**src/rtl/xy_seq_ctrl.sv**
```systemverilog
// xy_seq_ctrl
//   Stimulus sequencer for a two-input (x,y) -> (z,o) FSM datapath.
//   A small table of {x,y} codes with per-step hold times is written through
//   cfg_*. A start plays the first num_steps entries back-to-back onto x/y,
//   and the z/o outputs of the driven FSM are monitored while busy.
//
// Ports
//   clk, rst          clock (rising edge), asynchronous active-high reset
//   cfg_we/addr/code/hold   table write (dropped while busy)
//   start, num_steps  run request; num_steps sampled with start, clamped to DEPTH
//   abort             end the current run early
//   z, o              FSM outputs being monitored
//   x, y              registered FSM inputs
//   busy, done, aborted, step_idx   run status
//   z_count           saturating count of busy cycles with z=1
//   o_seen            sticky: o=1 seen while busy, cleared by an accepted start
//
// States
//   IDLE | x/y parked at 00, table writable, waiting for start
//   RUN  | playing table steps, counting down each step's hold

module xy_seq_ctrl #(
    parameter int DEPTH  = 4,
    parameter int CNT_W  = 8,
    parameter int ZCNT_W = 8,
    parameter int AW     = $clog2(DEPTH)
) (
    input  logic              clk,
    input  logic              rst,
    input  logic              cfg_we,
    input  logic [AW-1:0]     cfg_addr,
    input  logic [1:0]        cfg_code,
    input  logic [CNT_W-1:0]  cfg_hold,
    input  logic              start,
    input  logic [AW:0]       num_steps,
    input  logic              abort,
    input  logic              z,
    input  logic              o,
    output logic              x,
    output logic              y,
    output logic              busy,
    output logic              done,
    output logic              aborted,
    output logic [AW-1:0]     step_idx,
    output logic [ZCNT_W-1:0] z_count,
    output logic              o_seen
);

    typedef enum logic {IDLE = 1'b0, RUN = 1'b1} state_t;

    state_t              state_q, state_d;
    logic [1:0]          code_q [DEPTH];
    logic [1:0]          code_d [DEPTH];
    logic [CNT_W-1:0]    hold_q [DEPTH];
    logic [CNT_W-1:0]    hold_d [DEPTH];
    logic                x_q, x_d, y_q, y_d;
    logic                busy_q, busy_d;
    logic                done_q, done_d;
    logic                aborted_q, aborted_d;
    logic [AW-1:0]       step_idx_q, step_idx_d;
    logic [AW-1:0]       last_idx_q, last_idx_d;
    logic [CNT_W-1:0]    cnt_q, cnt_d;
    logic [ZCNT_W-1:0]   z_count_q, z_count_d;
    logic                o_seen_q, o_seen_d;

    logic [AW:0]         n_clamped;
    logic [AW:0]         n_minus1;
    logic [AW-1:0]       next_idx;

    // A hold of 0 still occupies one cycle.
    function automatic logic [CNT_W-1:0] eff_hold(input logic [CNT_W-1:0] h);
        return (h == '0) ? CNT_W'(1) : h;
    endfunction

    assign n_clamped = (num_steps > (AW+1)'(DEPTH)) ? (AW+1)'(DEPTH) : num_steps;
    assign n_minus1  = n_clamped - (AW+1)'(1);
    assign next_idx  = step_idx_q + AW'(1);

    always_comb begin
        state_d    = state_q;
        code_d     = code_q;
        hold_d     = hold_q;
        x_d        = x_q;
        y_d        = y_q;
        busy_d     = busy_q;
        done_d     = 1'b0;
        aborted_d  = 1'b0;
        step_idx_d = step_idx_q;
        last_idx_d = last_idx_q;
        cnt_d      = cnt_q;
        z_count_d  = z_count_q;
        o_seen_d   = o_seen_q;

        // Monitoring uses the registered busy, i.e. the cycles x/y are driven.
        if (busy_q && z && (z_count_q != '1)) begin
            z_count_d = z_count_q + ZCNT_W'(1);
        end
        if (busy_q && o) begin
            o_seen_d = 1'b1;
        end

        case (state_q)
            IDLE: begin
                if (cfg_we) begin
                    code_d[cfg_addr] = cfg_code;
                    hold_d[cfg_addr] = cfg_hold;
                end
                if (start && !abort) begin
                    if (num_steps == '0) begin
                        done_d = 1'b1;
                    end else begin
                        state_d    = RUN;
                        busy_d     = 1'b1;
                        {x_d, y_d} = code_q[0];
                        cnt_d      = eff_hold(hold_q[0]);
                        step_idx_d = '0;
                        last_idx_d = n_minus1[AW-1:0];
                        z_count_d  = '0;
                        o_seen_d   = 1'b0;
                    end
                end
            end
            RUN: begin
                if (abort) begin
                    state_d    = IDLE;
                    busy_d     = 1'b0;
                    {x_d, y_d} = 2'b00;
                    step_idx_d = '0;
                    aborted_d  = 1'b1;
                end else if (cnt_q == CNT_W'(1)) begin
                    if (step_idx_q == last_idx_q) begin
                        state_d    = IDLE;
                        busy_d     = 1'b0;
                        {x_d, y_d} = 2'b00;
                        step_idx_d = '0;
                        done_d     = 1'b1;
                    end else begin
                        step_idx_d = next_idx;
                        {x_d, y_d} = code_q[next_idx];
                        cnt_d      = eff_hold(hold_q[next_idx]);
                    end
                end else begin
                    cnt_d = cnt_q - CNT_W'(1);
                end
            end
            default: state_d = IDLE;
        endcase
    end

    always_ff @(posedge clk or posedge rst) begin
        if (rst) begin
            state_q    <= IDLE;
            for (int i = 0; i < DEPTH; i++) begin
                code_q[i] <= '0;
                hold_q[i] <= '0;
            end
            x_q        <= 1'b0;
            y_q        <= 1'b0;
            busy_q     <= 1'b0;
            done_q     <= 1'b0;
            aborted_q  <= 1'b0;
            step_idx_q <= '0;
            last_idx_q <= '0;
            cnt_q      <= '0;
            z_count_q  <= '0;
            o_seen_q   <= 1'b0;
        end else begin
            state_q    <= state_d;
            code_q     <= code_d;
            hold_q     <= hold_d;
            x_q        <= x_d;
            y_q        <= y_d;
            busy_q     <= busy_d;
            done_q     <= done_d;
            aborted_q  <= aborted_d;
            step_idx_q <= step_idx_d;
            last_idx_q <= last_idx_d;
            cnt_q      <= cnt_d;
            z_count_q  <= z_count_d;
            o_seen_q   <= o_seen_d;
        end
    end

    assign x        = x_q;
    assign y        = y_q;
    assign busy     = busy_q;
    assign done     = done_q;
    assign aborted  = aborted_q;
    assign step_idx = step_idx_q;
    assign z_count  = z_count_q;
    assign o_seen   = o_seen_q;

endmodule

```
**config.mk**
```make
export PLATFORM = sky130hd
export DESIGN_NAME = xy_seq_ctrl
export DESIGN_NICKNAME = d
export VERILOG_FILES = /design/src/rtl/xy_seq_ctrl.sv
export SDC_FILE = /design/constraint.sdc
export NUM_CORES = 1
export LEC_CHECK = 0
export BUFFER_PORTS_ARGS = -buffer_cell sky130_fd_sc_hd__buf_4
export CAP_MARGIN = 20
export CORE_MARGIN = 4
export CORE_UTILIZATION = 58
export CTS_BUF_LIST = sky130_fd_sc_hd__clkbuf_16
export CTS_CLUSTER_SIZE = 10
export DETAILED_ROUTE_END_ITERATION = 8
export PLACE_DENSITY = 0.76
export SYNTH_ARGS = -nofsm -noshare
export SYNTH_HDL_FRONTEND = slang
export SYNTH_SLANG_ARGS = --single-unit
```
**constraint.sdc**
```tcl
create_clock -name clk -period 2.4 [get_ports clk]
set_input_delay 0.36 -clock clk [delete_from_list [all_inputs] [get_ports clk]]
set_output_delay 0.36 -clock clk [all_outputs]
set_load 0.01 [all_outputs]
```
==> metrics <==
Layout Cells excl Fill 399; Slew Limit Fails 0; CTS max path bufs 2; Reg2Reg Depth 8; critical path data arrival time 2.42 ns; total number of vias ~2400; final hold vios 0; Highest Clock Rate about 450 MHz; Mapped Cells 272; hold crit path type primary input to asynchronous set/reset pin; Total Nets Final 347; Setup TNS 0 ns; Die Wd 83.4 um; CTS tree done; Tot GR Track Use 0.227; vias in the first global route 2496; Worst VDD drop a little over 600 uV; sequential area share after synthesis 0.508; mean post-synth cell area 12.1 um^2; I/O Buffers 37; Post-Place Cells around 380; WL final 7.36 mm; Post-synth EDFFs 0; Leak 0.00177 uW; Clock Latency Late Sink 0.33 ns; R2R Path End cnt_q[4]$_DFFE_PP0P_; area post-placement roughly 0.0037 mm^2; Clk pin slew, worst setup/hold paths 0.05 ns; Detail Route Antenna Nets 0; DR vias/cell approximately 6; Synth area leader dfrtp_1; gp weighted congestion 0.893; DRT iter0 DRCs between 100 and 150; Critical Path RT 2.60 ns; H-tree levels 3; startpoint types register; antenna diode count 0; Starting Density 0.599; die height 83.4 um; status complete, no violations; FF-to-FF Start cnt_q[1]$_DFFE_PP0P_; Design Area, Final slightly above 0.004 mm^2; slew margin rel. 0.547; area delta synth->final 22.4%; kind of critical path register to register; Residual DRC 0; PD cells 938 mW/mm^2; number of synthesized register bits 67; r2r setup slk approximately 0.18 ns; initial antenna violation count 0; worst-margin pin slew 0.675 ns; Net Count, Synth 297; Crit Path Max Fanout 11; first-pass GRT wire length 12.6 mm; max-cap viol count 0; core area about 0.0055 mm^2; Synth area leaders dfrtp_1 51%, mux2_2 14%, mux4_2 3.4%, nor2_1 2.6%, mux4_1 2.4%; share of layout cells above drive strength 1 0.358; minimum clock period between 2 and 2.5 ns; Worst Clk Skew 0.00510 ns; share of the synthesized area in the top cell type 0.508; most common cell in the netlist dfrtp_1; Syn Std Cell Area 0.00330 mm^2; clk root buf clkbuf_16; final setup vio count 0; hold_buf cts 0; grt total ovfl 0; die area between 0.006 and 0.007 mm^2; Top Ports 38; largest net degree at the start of global routing 68; placed wire-length estimate 5.11 mm; CTS buffer count 9; Async S/R FF share, synth 1.00; row cnt 27; post-synth cell types 48; Synth Warn # 0; WL per Instance ~18 um; total iterations of the first detailed-routing run 4; Setup crit end kind register; postcts setup bufs 0; post-route clock period utilization 0.925; Sink Count 67; top cells by count, synth 67 x dfrtp_1, 41 x mux2_2, 23 x nor2_1; Main synth FF type dfrtp_1
-- kinds of logic (layout without fill, tap and decap cells) --
| kind of cell | after synthesis | count (layout) | share of synthesized area |
|---|---|---|---|
| compound gates | 44 | 44 | 0.0891 |
| xor+xnor | 13 | 13 | 0.0345 |
| fa+ha+maj | 3 | 3 | 0.0114 |
| buf+inv | 16 | 71 | 0.0216 |
| flops | 67 | 67 | 0.508 |
| mux | 53 | 53 | 0.210 |
| simple gates | 76 | 76 | 0.125 |
-- stage by stage --
| step | total power (uW) | hold WS (ns) | util | worst slack, ns |
|---|---|---|---|---|
| 2_1_floorplan | 2210 | 0.471 | - | 0.253 |
| 3_3_place_gp | 2500 | 0.468 | 0.681 | 0.250 |
| 3_5_place_dp | 2540 | 0.472 | 0.681 | 0.184 |
| 4_1_cts | 3800 | 0.134 | 0.733 | 0.151 |
| 5_1_grt | 4000 | 0.127 | 0.734 | -0.00649 |
| 6_report | 3790 | 0.0834 | 0.734 | 0.180 |
-- how the worst max path moves through the flow --
stage | startpoint | to | slack (ns)
after floorplan | step_idx[0]$_DFFE_PP0P_ | cnt_q[0]$_DFFE_PP0P_ | 0.25
after global placement | step_idx[0]$_DFFE_PP0P_ | cnt_q[0]$_DFFE_PP0P_ | 0.25
after detailed placement | cnt_q[1]$_DFFE_PP0P_ | cnt_q[4]$_DFFE_PP0P_ | 0.18
after CTS | cnt_q[1]$_DFFE_PP0P_ | cnt_q[4]$_DFFE_PP0P_ | 0.15
after global routing | cnt_q[1]$_DFFE_PP0P_ | cnt_q[4]$_DFFE_PP0P_ | -0.006
final | cnt_q[1]$_DFFE_PP0P_ | cnt_q[4]$_DFFE_PP0P_ | 0.18
-- cell usage in the layout, fill, tap and decap left out, types with 3 or more instances in the layout --
master	instances
mux4_1	3
mux2i_1	3
nand2_1	12
mux2_2	41
inv_1	4
ha_1	3
nor2_1	23
nor3b_1	4
xor2_1	8
nor2b_1	3
clkbuf_16	9
a31oi_1	5
mux4_2	5
nor3_1	5
nand4_1	4
dfrtp_1	67
or4_1	3
a21oi_1	9
buf_4	50
nand2b_1	3
o211ai_1	3
o21ai_0	9
nor4_1	3
xnor2_1	5
-- layer usage --
layer	GRT usage	vias up	share of wire
li1	-	1129	-
met1	0.306	1210	0.43
met2	0.359	66	0.50
met3	0.0476	14	0.049
met4	0.0950	0	0.021
met5	0	-	0
-- worst max-delay path, stage by stage, from the launching register on --
cell and delay (ns):
dfrtp_1 0.40, inv_1 0.09, ha_1 0.15, or3b_2 0.49, nor4_2 0.39, o22ai_2 0.21, buf_4 0.23, nor2_1 0.09
a21oi_1 0.05
-- sequential cells by signal, indices dropped and copies added, names as in the netlist --
| name | cells |
|---|---|
| x | 1 |
| z_count | 8 |
| hold_q | 32 |
| step_idx | 2 |
| cnt_q | 8 |
| done | 1 |
| state_q | 1 |
| code_q | 8 |
| busy | 1 |
| y | 1 |
| o_seen | 1 |
| aborted | 1 |
| last_idx_q | 2 |
-- repair_timing --
item                       in CTS  in global routing
gates resized for setup         0                  1
setup endpoints to repair       0                  5
hold endpoints to repair        0                  0
-- report_power, final --
part	switching, uW	internal (uW)
Clock	464	790
Sequential	240	1410
Combinational	396	487
-- final cells by class --
type,count,area (um^2)
clock buffers,9,225
clock inverters,7,60.1
fillers,373,1470
inverters,4,15.0
multi-input cells,189,1580
flip-flops and latches,67,1680
well taps,72,90.1
repair buffers,51,395
(Power assumes the default switching activity.)
